File: src/rtl/multicycle_ctrl.sv
// Main control FSM for the multicycle reduced RISC-V core: sequences fetch/decode/execute/memory/writeback.
// Optional feature macro ILLEGAL_OP_TRAP_EN: unsupported opcodes lock the FSM in TRAP and raise illegal_o.
module multicycle_ctrl #(
    parameter int CNT_W = 32
) (
    input  logic             clk_i,
    input  logic             rst_ni,
    input  logic [6:0]       op_i,
    input  logic [2:0]       funct3_i,
    input  logic             funct7b5_i,
    input  logic             zero_i,
    input  logic             mem_ready_i,
    output logic             mem_req_o,
    output logic             mem_write_o,
    output logic             adr_src_o,
    output logic             ir_write_o,
    output logic             pc_write_o,
    output logic             reg_write_o,
    output logic [1:0]       result_src_o,
    output logic [1:0]       alu_src_a_o,
    output logic [1:0]       alu_src_b_o,
    output logic [2:0]       alu_ctrl_o,
    output logic [1:0]       imm_src_o,
    output logic [CNT_W-1:0] instret_o,
    output logic             illegal_o
);

    localparam logic [6:0] OP_LW  = 7'b0000011;
    localparam logic [6:0] OP_SW  = 7'b0100011;
    localparam logic [6:0] OP_R   = 7'b0110011;
    localparam logic [6:0] OP_I   = 7'b0010011;
    localparam logic [6:0] OP_BEQ = 7'b1100011;
    localparam logic [6:0] OP_JAL = 7'b1101111;

    localparam logic [2:0] ALU_ADD = 3'b000;
    localparam logic [2:0] ALU_SUB = 3'b001;
    localparam logic [2:0] ALU_AND = 3'b010;
    localparam logic [2:0] ALU_OR  = 3'b011;
    localparam logic [2:0] ALU_SLT = 3'b101;

    typedef enum logic [3:0] {
        S_FETCH, S_DECODE, S_MEMADR, S_MEMREAD, S_MEMWB, S_MEMWRITE,
        S_EXECR, S_EXECI, S_ALUWB, S_BEQ, S_JAL
`ifdef ILLEGAL_OP_TRAP_EN
        , S_TRAP
`endif
    } state_t;

    state_t           r_state;
    state_t           w_next;
    logic             w_retire;
    logic [CNT_W-1:0] r_instret;
    logic [2:0]       w_alu_dec;

    // funct7b5 only selects sub for register-register ops; addi never subtracts
    always_comb begin
        w_alu_dec = ALU_ADD;
        case (funct3_i)
            3'b000:  w_alu_dec = (op_i == OP_R && funct7b5_i) ? ALU_SUB : ALU_ADD;
            3'b010:  w_alu_dec = ALU_SLT;
            3'b110:  w_alu_dec = ALU_OR;
            3'b111:  w_alu_dec = ALU_AND;
            default: w_alu_dec = ALU_ADD;
        endcase
    end

    always_comb begin
        w_next   = r_state;
        w_retire = 1'b0;
        case (r_state)
            S_FETCH:    if (mem_ready_i) w_next = S_DECODE;
            S_DECODE: begin
                case (op_i)
                    OP_LW, OP_SW: w_next = S_MEMADR;
                    OP_R:         w_next = S_EXECR;
                    OP_I:         w_next = S_EXECI;
                    OP_BEQ:       w_next = S_BEQ;
                    OP_JAL:       w_next = S_JAL;
`ifdef ILLEGAL_OP_TRAP_EN
                    default:      w_next = S_TRAP;
`else
                    default:      w_next = S_FETCH;
`endif
                endcase
            end
            S_MEMADR:   w_next = (op_i == OP_SW) ? S_MEMWRITE : S_MEMREAD;
            S_MEMREAD:  if (mem_ready_i) w_next = S_MEMWB;
            S_MEMWB: begin
                w_next   = S_FETCH;
                w_retire = 1'b1;
            end
            S_MEMWRITE: if (mem_ready_i) begin
                w_next   = S_FETCH;
                w_retire = 1'b1;
            end
            S_EXECR, S_EXECI: w_next = S_ALUWB;
            S_ALUWB, S_BEQ: begin
                w_next   = S_FETCH;
                w_retire = 1'b1;
            end
            S_JAL:      w_next = S_ALUWB;
`ifdef ILLEGAL_OP_TRAP_EN
            S_TRAP:     w_next = S_TRAP;
`endif
            default:    w_next = S_FETCH;
        endcase
    end

    always_ff @(posedge clk_i) begin
        if (!rst_ni) begin
            r_state   <= S_FETCH;
            r_instret <= '0;
        end else begin
            r_state <= w_next;
            if (w_retire) r_instret <= r_instret + 1'b1;
        end
    end

`ifdef ILLEGAL_OP_TRAP_EN
    logic r_illegal;
    always_ff @(posedge clk_i) begin
        if (!rst_ni)                 r_illegal <= 1'b0;
        else if (w_next == S_TRAP)   r_illegal <= 1'b1;
    end
    assign illegal_o = r_illegal;
`else
    assign illegal_o = 1'b0;
`endif

    assign instret_o = r_instret;

    // Reset gates every control line combinationally so an in-flight access is dropped at once
    always_comb begin
        mem_req_o    = 1'b0;
        mem_write_o  = 1'b0;
        adr_src_o    = 1'b0;
        ir_write_o   = 1'b0;
        pc_write_o   = 1'b0;
        reg_write_o  = 1'b0;
        result_src_o = 2'b00;
        alu_src_a_o  = 2'b00;
        alu_src_b_o  = 2'b00;
        alu_ctrl_o   = ALU_ADD;
        imm_src_o    = 2'b00;
        if (rst_ni) begin
            case (op_i)
                OP_SW:   imm_src_o = 2'd1;
                OP_BEQ:  imm_src_o = 2'd2;
                OP_JAL:  imm_src_o = 2'd3;
                default: imm_src_o = 2'd0;
            endcase
            case (r_state)
                S_FETCH: begin
                    mem_req_o    = 1'b1;
                    alu_src_b_o  = 2'b10;
                    result_src_o = 2'b10;
                    ir_write_o   = mem_ready_i;
                    pc_write_o   = mem_ready_i;
                end
                S_DECODE: begin
                    alu_src_a_o = 2'b01;
                    alu_src_b_o = 2'b01;
                end
                S_MEMADR: begin
                    alu_src_a_o = 2'b10;
                    alu_src_b_o = 2'b01;
                end
                S_MEMREAD: begin
                    mem_req_o = 1'b1;
                    adr_src_o = 1'b1;
                end
                S_MEMWB: begin
                    result_src_o = 2'b01;
                    reg_write_o  = 1'b1;
                end
                S_MEMWRITE: begin
                    mem_req_o   = 1'b1;
                    mem_write_o = 1'b1;
                    adr_src_o   = 1'b1;
                end
                S_EXECR: begin
                    alu_src_a_o = 2'b10;
                    alu_ctrl_o  = w_alu_dec;
                end
                S_EXECI: begin
                    alu_src_a_o = 2'b10;
                    alu_src_b_o = 2'b01;
                    alu_ctrl_o  = w_alu_dec;
                end
                S_ALUWB: reg_write_o = 1'b1;
                S_BEQ: begin
                    alu_src_a_o = 2'b10;
                    alu_ctrl_o  = ALU_SUB;
                    pc_write_o  = zero_i;
                end
                S_JAL: begin
                    alu_src_a_o = 2'b01;
                    alu_src_b_o = 2'b10;
                    pc_write_o  = 1'b1;
                end
                default: ;
            endcase
`ifdef ILLEGAL_OP_TRAP_EN
            if (r_state == S_TRAP) imm_src_o = 2'b00;
`endif
        end
    end

endmodule

File: config.mk
export PLATFORM = sky130hd
export DESIGN_NAME = multicycle_ctrl
export DESIGN_NICKNAME = d
export VERILOG_FILES = /design/src/rtl/multicycle_ctrl.sv
export SDC_FILE = /design/constraint.sdc
export NUM_CORES = 1
export LEC_CHECK = 0
export BUFFER_PORTS_ARGS = -buffer_cell sky130_fd_sc_hd__buf_2
export CAP_MARGIN = 0
export CORE_UTILIZATION = 54
export DETAILED_ROUTE_END_ITERATION = 10
export GPL_TIMING_DRIVEN = 0
export MAX_ROUTING_LAYER = met4
export PLACE_DENSITY = 0.94
export REMOVE_ABC_BUFFERS = 1
export SYNTH_ARGS = -nofsm -noshare
export SYNTH_HDL_FRONTEND = slang
export SYNTH_SLANG_ARGS = --single-unit
File: constraint.sdc
create_clock -name clk_i -period 2.9 [get_ports clk_i]
set_input_delay 0.435 -clock clk_i [delete_from_list [all_inputs] [get_ports clk_i]]
set_output_delay 0.435 -clock clk_i [all_outputs]
set_load 0.02 [all_outputs]
# Word-level counts from Yosys, hierarchy flattened
# Index checks and enable logic that the tools add are counted.
# op_classes
n_addsub	1
eq_ne	22
muxes	32
n_reduce_logical	15
# ops
operator	n
adder 32 x 1 -> 32 bit, second input constant	1
one-hot mux 4 bit (6 select lines)	1
one-hot mux 4 bit (5 select lines)	1
== test 4 x 3 -> 1 bit, second input constant	4
== test 7 x 6 -> 1 bit, second input constant	2
== test 7 bit, second input constant	2
2-to-1 mux 1 bit	13
== test 4 bit, second input constant	3
2-to-1 mux 4 bit	3
one-hot mux 2 bit (2 select lines)	3
one-hot mux 3 bit (4 select lines)	1
OR reduction 2 bit	6
OR reduction 3 bit	4
== test 4 x 2 -> 1 bit, second input constant	2
2-to-1 mux 2 bit	4
== test 7 x 2 -> 1 bit, second input constant	1
== test 7 x 5 -> 1 bit, second input constant	1
== test 3 bit, second input constant	2
2-to-1 mux 3 bit	2
!= test 2 bit, second input constant	3
one-hot mux 2 bit (3 select lines)	1
one-hot mux 3 bit (2 select lines)	1
== test 4 x 1 -> 1 bit, second input constant	1
logical NOT 4 bit	1
other kinds (7)	7
# word_totals
register_bits	36
out_inout_bits	50
elab_cells	72

# Logic depth before layout (Yosys ltp)
# Gate-level depths: netlist of run 1.
# logic_depth
word_depth	6
mapped_depth	7
mapped_depth_nobuf	5

# Worst setup path after synthesis of run 1
# No wires, ideal clock.
# synth_timing
path_type	input port to output port
from	input port op_i[3]
to	output port alu_ctrl_o[0]
arrival_ns	1.784
setup_slack_ns	0.681
path_stages	4
cell_sequence	nor4_2 -> nand2_1 -> o31a_1 -> o32ai_1
# synth_via
elab_chain_len	6
# synth_lines
element	line_no	text
start: declaration	8	input logic [6:0] op_i,
== test 7 x 6 -> 1 bit	59	3'b000: w_alu_dec = (op_i == OP_R && funct7b5_i) ? ALU_SUB : ALU_ADD;
logical AND 1 bit	59	
2-to-1 mux 1 bit	59	
one-hot mux 3 bit (4 select lines)	58	case (funct3_i)
one-hot mux 3 bit (2 select lines)	152	case (r_state)
2-to-1 mux 3 bit	145	if (rst_ni) begin
end: declaration	22	output logic [2:0] alu_ctrl_o,
# No other way between the ends.

# Worst setup path after layout of run 1
# layout_timing
from	input port rst_ni
to	output port imm_src_o[1]
# layout_via
elab_chain_len	1
# layout_lines
element	line_no	text
start: declaration	7	input logic rst_ni,
2-to-1 mux 2 bit	145	
end: declaration	23	output logic [1:0] imm_src_o,
# No other way between the ends.

==> out/results.tsv, run 1 <==
metric	value	unit
maxcap violations	0	
Critical Path AT	2.06	ns
grt total ovfl	0	
Placer Congestion	0.833	
Netlist Area Pre-Place	2260	µm²
ANT cells	0	
# nets final	337	
Hold Buf Count CTS	0	
Clock Skew	0.00863	ns
slowest CP cell	clkinv_1	
combinational power share	0.067	
CP Capture Type	output pin	
CP Max Fanout	35	
worst stage delay on the critical path	0.74	ns
WL final	5030	µm
DPL Wire Length	3660	µm
Required @ worst endpoint	2.47	ns
Leak	0.00107	µW
worst slew pin tran	0.923	ns
worst vdd ir	0.392	mV
vias in the first global route	1817	
TritonCTS clock tree	built	
Final Setup Violations	0	
clock root buffer	clkbuf_8	
Design Power	997	µW
TNS Setup	0	ns
cells along the critical path	buf_2 > clkinv_1 > nor4_1 > buf_2	
synth top area cells	dfxtp_1, xnor2_1, nor4_2	
DR WL/cell	13.5	µm
# DRC	0	
synth cell count leaders	dfxtp_1, nor2_1, xnor2_1	
Startpoint Class	input pin	
Die Wd	66.7	µm
Warnings, synthesis	0	
commonest register cell after synthesis	dfxtp_1	
leading area contributor after synthesis	dfxtp_1	
Tmin final	2.49	ns
Sw Pwr	224	µW
Tcrit/Tclk final	0.860	
Area growth syn-to-layout	17.0	%
largest net degree at the start of global routing	36	
floorplan core area	4000	µm²
Crit Path Category	in2out	
die area	4450	µm²
sequential share of power	0.500	
DR vias	2125	
top-count cell post-synth	dfxtp_1	
number of synthesized register bits	36	
io pins	65	
Hold Path Class	reg2reg	
max-slew violations	0	
Cell Rows	23	
Fin. Hold Viols	0	
CTS sink cnt	36	
total CTS buffers	5	
Final ANT Viol Nets	0	
share of synthesized registers carrying an async set or reset	0	
clock buffer depth	2	
first-pass GRT wire length	8090	µm
cell count after synthesis	267	
Clock Latency Late Sink	0.29	ns
RSZ-0062 raised after global routing	no	
crit-path leading delay family	buffers and inverters	
Cell Pwr Density	377	nW/µm²
Die Ht	66.7	µm
H-tree levels	2	
Seq/Total Area, Yosys	0.319	
layout cells sized above 1	0.301	
switching share of power	0.225	
number of flops mapped to enable cells by yosys	0	
Post-CTS Setup Bufs	0	
distinct cell type count after synthesis	56	
GR Util All Layers	0.242	
slew margin rel.	0.381	
Avg Inst Size Synth	8.47	µm²
clock share of power	0.433	
I/O Buffers	63	
antenna violations before repair	0	
drt first pass iters	4	
status	finished clean	
Synth top area share	0.319	
Max Fclk	401	MHz
drt first-iter violations	162	
Via density	5.71	
internal power	773	µW
Initial Utilization	0.566	
CP dominant cell by count	buf_2	
Bufs and invs on worst path	3	
post-CTS resize count	0	
Reg clk slew, reported paths	0.07	ns
==> logic make-up (layout without fill, tap and decap cells) <==
kind of cell | Yosys count | in the layout | share of synthesized area
other | 1 | 1 | 0.00166
muxes | 2 | 2 | 0.00885
and+or+nand+nor | 141 | 141 | 0.400
buffers and inverters | 23 | 78 | 0.0559
xor gates and xnor gates | 28 | 28 | 0.108
DFF | 36 | 36 | 0.319
adders and majority gates | 1 | 1 | 0.00553
AOI/OAI and AO/OA | 35 | 35 | 0.101
==> area by class of cell <==
| cell class | count | area [µm²] |
|---|---|---|
| clock buffer | 6 | 72.6 |
| fill | 321 | 1350 |
| multi-input combinational | 208 | 1420 |
| inverter | 7 | 26.3 |
| sequential | 36 | 721 |
| clock inverter | 2 | 35.0 |
| tap | 50 | 62.6 |
| timing repair buffer | 63 | 315 |
==> power groups by stage <==
| stage | Sequential [µW] | Clock, µW | Combinational, µW |
|---|---|---|---|
| floorplan | 509 | 0 | 38.7 |
| global placement | 510 | 0 | 64.7 |
| detailed placement | 510 | 0 | 66.4 |
| CTS | 498 | 443 | 66.6 |
| global route | 498 | 466 | 74.1 |
| finish | 498 | 432 | 66.6 |
==> cells in the final DEF, fill, tap and decap left out, types with 2 or more instances in the layout <==
cell	instances
nand4_2	2
nor2b_1	5
mux2i_1	2
nor4b_2	2
nor4_4	2
and4_1	3
nor4_2	11
a31oi_1	2
nand3_1	8
dfxtp_1	36
clkbuf_8	5
buf_2	63
nand2_1	20
nor3_1	10
nor4b_1	2
or3_1	5
xnor2_1	23
nor2_1	33
nor4_1	3
nand2b_1	5
nand4_1	7
inv_1	6
and2_1	2
o21a_1	2
and3_1	7
xor2_1	5
o21ai_0	8
nand3b_1	3
a21oi_1	12
or4_1	2
==> routing by layer <==
metal	part of all wire	global-route usage
met5	0	-
met4	0.014	0.0824
met3	0.064	0.0531
met2	0.48	0.388
met1	0.45	0.300
==> state kept, by name, indices dropped and copies added, names as in the netlist <==
register / count
instret_o: 32
r_state: 4
==> worst paths after layout <==
path / cells after the start / from / slack [ns] / end
max: 4 / rst_ni / 0.41 / imm_src_o[1]
min: 2 / instret_o[27] / 0.50 / instret_o[27]
max reg2reg: 5 / r_state[1] / 0.61 / instret_o[30]
min reg2reg: 2 / instret_o[27] / 0.50 / instret_o[27]
==> metrics by stage <==
stage | setup slack, ns | cell area [µm²] | utilization | hold WS [ns] | instances
after floorplan | 0.668 | 2160 | - | 0.558 | 251
after global placement | 0.365 | 2540 | 0.635 | 0.470 | 364
after detailed placement | 0.401 | 2540 | 0.635 | 0.492 | 364
after CTS | 0.396 | 2650 | 0.662 | 0.502 | 372
after global routing | 0.240 | 2650 | 0.662 | 0.540 | 372
final | 0.406 | 2650 | 0.662 | 0.498 | 372
==> worst register-to-register path: cells and delay by family, from the launching register on <==
family | cells | cell delay, ns
AO/OA/AOI/OAI | 2 | 0.38
buffers and inverters | 1 | 0.24
AND/OR/NAND/NOR | 2 | 0.77
flip-flops | 1 | 0.80
Note: power is estimated with default switching activity, not from simulation.
==> run 2, diff against run 1 <==
- CORE_UTILIZATION: 54 -> 35
- PLACE_DENSITY: 0.94 -> 0.69
==> run 2 against run 1 <==
Sequential power about the same. First-iteration DRC count fell by 33%. Combinational power is essentially flat. Design area grew 1.2%. Worst hold slack worse by 0.0010 ns. Non-clock buffer count is the same. Global-route usage fell by 7.3 points. Routed wire length is 4.9% higher. Via count decreased by 1.8%. Critical path depth did not move. Clock skew shrank 0.00088 ns. Utilization fell by 22 points. Highest routed layer unchanged.
==> out/results.tsv, run 2 (synthesis results as in run 1) <==
metric	value	unit
status	finished clean	
CP dominant cell by count	buf_2	
Hold Path Class	reg2reg	
Clock Skew	0.00774	ns
worst slew pin tran	0.988	ns
Cell Rows	28	
slew margin rel.	0.338	
cells along the critical path	buf_2 > clkinv_1 > nor4_1 > buf_2	
Hold Buf Count CTS	0	
Required @ worst endpoint	2.47	ns
Final Setup Violations	0	
combinational power share	0.066	
floorplan core area	6060	µm²
Reg clk slew, reported paths	0.07	ns
drt first pass iters	4	
max FFs per register	32	
utilization after layout	0.442	
Area growth syn-to-layout	18.4	%
Initial Utilization	0.373	
Placer Congestion	0.775	
# DRC	0	
Crit Path Category	in2out	
area of the multi-input gates	1420	µm²
most frequent cells in the layout	buf_2, dfxtp_1, nor2_1	
DR vias	2087	
Design Power	999	µW
largest net degree at the start of global routing	36	
Startpoint Class	input pin	
commonest non-fill, non-tap cell in the layout	buf_2	
drt first-iter violations	108	
Leak	0.00107	µW
maxcap violations	0	
fill count	610	
first-pass GRT wire length	8590	µm
Cell Pwr Density	373	nW/µm²
Max Fclk	395	MHz
Via density	5.26	
FF+latch area	721	µm²
Final Non-Filler Cells	397	
placed insts	389	
WL final	5270	µm
# nets final	337	
Tcrit/Tclk final	0.872	
antenna violations before repair	0	
TritonCTS clock tree	built	
internal power	773	µW
Clock Latency Late Sink	0.29	ns
Post-Place Worst Slack	0.353	ns
total CTS buffers	5	
I/O Buffers	63	
clock buffer depth	2	
H-tree levels	2	
switching share of power	0.226	
Worst Reg-to-Reg Cells	5	
die area	6790	µm²
Sw Pwr	226	µW
TNS Setup	0	ns
Setup WS post-layout	0.370	ns
CTS sink cnt	36	
layout cells sized above 1	0.301	
sequential share of power	0.499	
DR WL/cell	13.3	µm
CP Max Fanout	35	
Hold Path Stages	2	
Tmin final	2.53	ns
ANT cells	0	
Post-CTS Setup Bufs	0	
io pins	65	
Fin. Hold Viols	0	
DPL Wire Length	3750	µm
worst vdd ir	0.310	mV
Critical Path AT	2.10	ns
post-CTS resize count	0	
clock root buffer	clkbuf_8	
worst stage delay on the critical path	0.79	ns
grt total ovfl	0	
slowest CP cell	clkinv_1	
Die Ht	82.4	µm
clock share of power	0.435	
max-slew violations	0	
Final ANT Viol Nets	0	
RSZ-0062 raised after global routing	no	
vias in the first global route	1849	
CP Capture Type	output pin	
Die Wd	82.4	µm
GR Util All Layers	0.169	
==> run 2: cell counts in the layout (fill, tap and decap cells not counted) <==
No cell type changed its count.
==> run 2: critical path: cells and delay by family <==
family	cells	cell delay, ns
buffers and inverters	3	1.17
and+or+nand+nor	1	0.48
==> run 2: routing by layer <==
metal / part of all wire / global-route usage
met1: 0.45 / 0.206
met3: 0.064 / 0.0363
met2: 0.47 / 0.281
met4: 0.011 / 0.0439
met5: 0 / -
==> run 2: per-stage QoR <==
| step | cell area, µm² | hold WS (ns) |
|---|---|---|
| 3_5_place_dp | 2570 | 0.492 |
| 6_report | 2680 | 0.497 |
| 3_3_place_gp | 2570 | 0.464 |
| 4_1_cts | 2680 | 0.500 |
| 5_1_grt | 2680 | 0.534 |
| 2_1_floorplan | 2160 | 0.558 |
==> run 2: power groups by stage <==
stage / registers (µW) / logic [µW] / clock network [µW]
after global placement: 510 / 65.8 / 0
after global routing: 498 / 75.0 / 472
after detailed placement: 510 / 66.5 / 0
after CTS: 498 / 66.9 / 442
after floorplan: 509 / 38.7 / 0
final: 499 / 66.4 / 434
==> run 2: cell type report <==
class                      count  area share
clock buffer                   6      0.0271
clock inverter                 2      0.0131
inverter                       7     0.00981
multi-input combinational    208       0.528
sequential                    36       0.269
tap                           75      0.0350
timing repair buffer          63       0.118
==> run 2: worst paths after layout <==
path | end | from | slack, ns
hold reg to reg | instret_o[31] | instret_o[31] | 0.50
setup / recovery | imm_src_o[1] | rst_ni | 0.37
setup reg to reg | instret_o[30] | r_state[1] | 0.60
hold / removal | instret_o[31] | instret_o[31] | 0.50
==> run 3, diff against run 2 <==
- CORE_UTILIZATION: 35 -> 30
- PLACE_DENSITY: 0.69 -> 0.54
==> run 3 against run 2 <==
Worst setup slack got worse by 0.048 ns. Sequential cell count did not move. First-iteration DRC count rose by 8.3%. Combinational power rose by 2%. Routed wire length rose by 3.7%. Clock-buffer cell count did not move. Utilization fell by 7.0 points. Highest routed layer unchanged.
==> out/results.tsv, run 3 (synthesis results as in run 1) <==
metric	value	unit
drt first-iter violations	117	
Max Fclk	388	MHz
switching share of power	0.252	
die area	7890	µm²
floorplan core area	7250	µm²
placed insts	413	
Final ANT Viol Nets	0	
slowest CP cell	clkinv_1	
Sw Pwr	240	µW
Final Non-Filler Cells	421	
max-slew violations	0	
layout cells sized above 1	0.304	
clock share of power	0.406	
ANT cells	0	
H-tree levels	2	
maxcap violations	0	
DR vias	2075	
utilization after layout	0.372	
largest net degree at the start of global routing	36	
Tcrit/Tclk final	0.889	
vias in the first global route	1900	
internal power	712	µW
Required @ worst endpoint	2.47	ns
drt first pass iters	4	
# nets final	337	
combinational power share	0.071	
io pins	65	
Startpoint Class	input pin	
# DRC	0	
Leak	0.00107	µW
GR Util All Layers	0.150	
grt total ovfl	0	
clock buffer depth	2	
WL final	5470	µm
worst slew pin tran	1.03	ns
post-CTS resize count	0	
worst stage delay on the critical path	0.82	ns
first-pass GRT wire length	9050	µm
Die Wd	88.8	µm
Design Power	952	µW
Via density	4.93	
FF-to-FF setup slack	0.59	ns
CP dominant cell by count	buf_2	
cells along the critical path	buf_2 > clkinv_1 > nor4_1 > buf_2	
Die Ht	88.8	µm
Hold Path Class	reg2reg	
Critical Path AT	2.14	ns
max FFs per register	32	
Worst Reg-to-Reg Cells	5	
commonest non-fill, non-tap cell in the layout	buf_2	
DPL Wire Length	3920	µm
clock root buffer	clkbuf_8	
TritonCTS clock tree	built	
Post-CTS Setup Bufs	0	
CTS sink cnt	36	
Initial Utilization	0.312	
DR WL/cell	13.0	µm
worst vdd ir	0.180	mV
RSZ-0062 raised after global routing	no	
Tmin final	2.58	ns
crit path from	rst_ni	
Cell Rows	31	
Clock Skew	0.0141	ns
TNS Setup	0	ns
CP Max Fanout	35	
I/O Buffers	63	
CP Capture Type	output pin	
end of the critical path	imm_src_o[1]	
Hold Buf Count CTS	0	
slew margin rel.	0.311	
Clock Latency Late Sink	0.29	ns
status	finished clean	
sequential share of power	0.523	
antenna violations before repair	0	
Critical R2R Capture	instret_o[30]	
RR Startpoint	r_state[1]	
most frequent cells in the layout	buf_2, dfxtp_1, nor2_1	
Reg clk slew, reported paths	0.06	ns
Area growth syn-to-layout	19.2	%
total CTS buffers	5	
Final Setup Violations	0	
Placer Congestion	0.772	
Fin. Hold Viols	0	
Cell Pwr Density	353	nW/µm²
fill count	784	
Crit Path Category	in2out	
-- run 3: cell types whose count changed in the layout (fill, tap and decap cells not counted), sizes merged --
cell    change
bufinv      -1
inv         +1
-- run 3: metal layers --
| metal | wire length [µm] | track usage | vias to the layer above | part of all wire |
|---|---|---|---|---|
| li1 | - | - | 1049 | - |
| met1 | 2650 | 0.191 | 987 | 0.49 |
| met2 | 2600 | 0.248 | 34 | 0.48 |
| met3 | 162 | 0.0252 | 5 | 0.030 |
| met4 | 48 | 0.0352 | 0 | 0.0088 |
| met5 | 0 | - | - | 0 |
-- run 3: how the worst min path moves through the flow --
stage	start	end	slack, ns	cells after the start
2_1_floorplan	instret_o[31]	instret_o[31]	0.56	2
3_3_place_gp	instret_o[31]	instret_o[31]	0.47	2
3_5_place_dp	instret_o[31]	instret_o[31]	0.48	2
4_1_cts	instret_o[31]	instret_o[31]	0.49	2
5_1_grt	instret_o[31]	instret_o[31]	0.50	2
6_report	instret_o[31]	instret_o[31]	0.48	2
-- run 3: cell type report --
class | instances | area (µm²) | share of cell area
sequential | 36 | 721 | 0.267
timing repair buffer | 63 | 315 | 0.117
clock inverter | 2 | 13.8 | 0.00510
inverter | 7 | 26.3 | 0.00974
clock buffer | 6 | 82.6 | 0.0306
tap | 99 | 124 | 0.0459
multi-input combinational | 208 | 1420 | 0.525
-- run 3: worst max-delay path, delay by kind of cell --
| kind | cells | cell delay, ns |
|---|---|---|
| and+or+nand+nor | 1 | 0.49 |
| buffers and inverters | 3 | 1.21 |
-- run 3: power by group through the flow --
stage / combinational (µW) / clock, µW / sequential [µW]
floorplan: 38.7 / 0 / 509
global route: 75.4 / 422 / 499
global placement: 67.5 / 0 / 510
CTS: 68.1 / 405 / 498
finish: 67.6 / 386 / 498
detailed placement: 68.1 / 0 / 510
-- run 3: metrics by stage --
step                      instance area (µm²)  setup slack (ns)  hold slack [ns]
after floorplan                          2160             0.668            0.558
after global placement                   2600             0.223            0.469
after detailed placement                 2600             0.242            0.477
after CTS                                2700             0.248            0.487
after global routing                     2700             0.161            0.502
final                                    2700             0.322            0.478
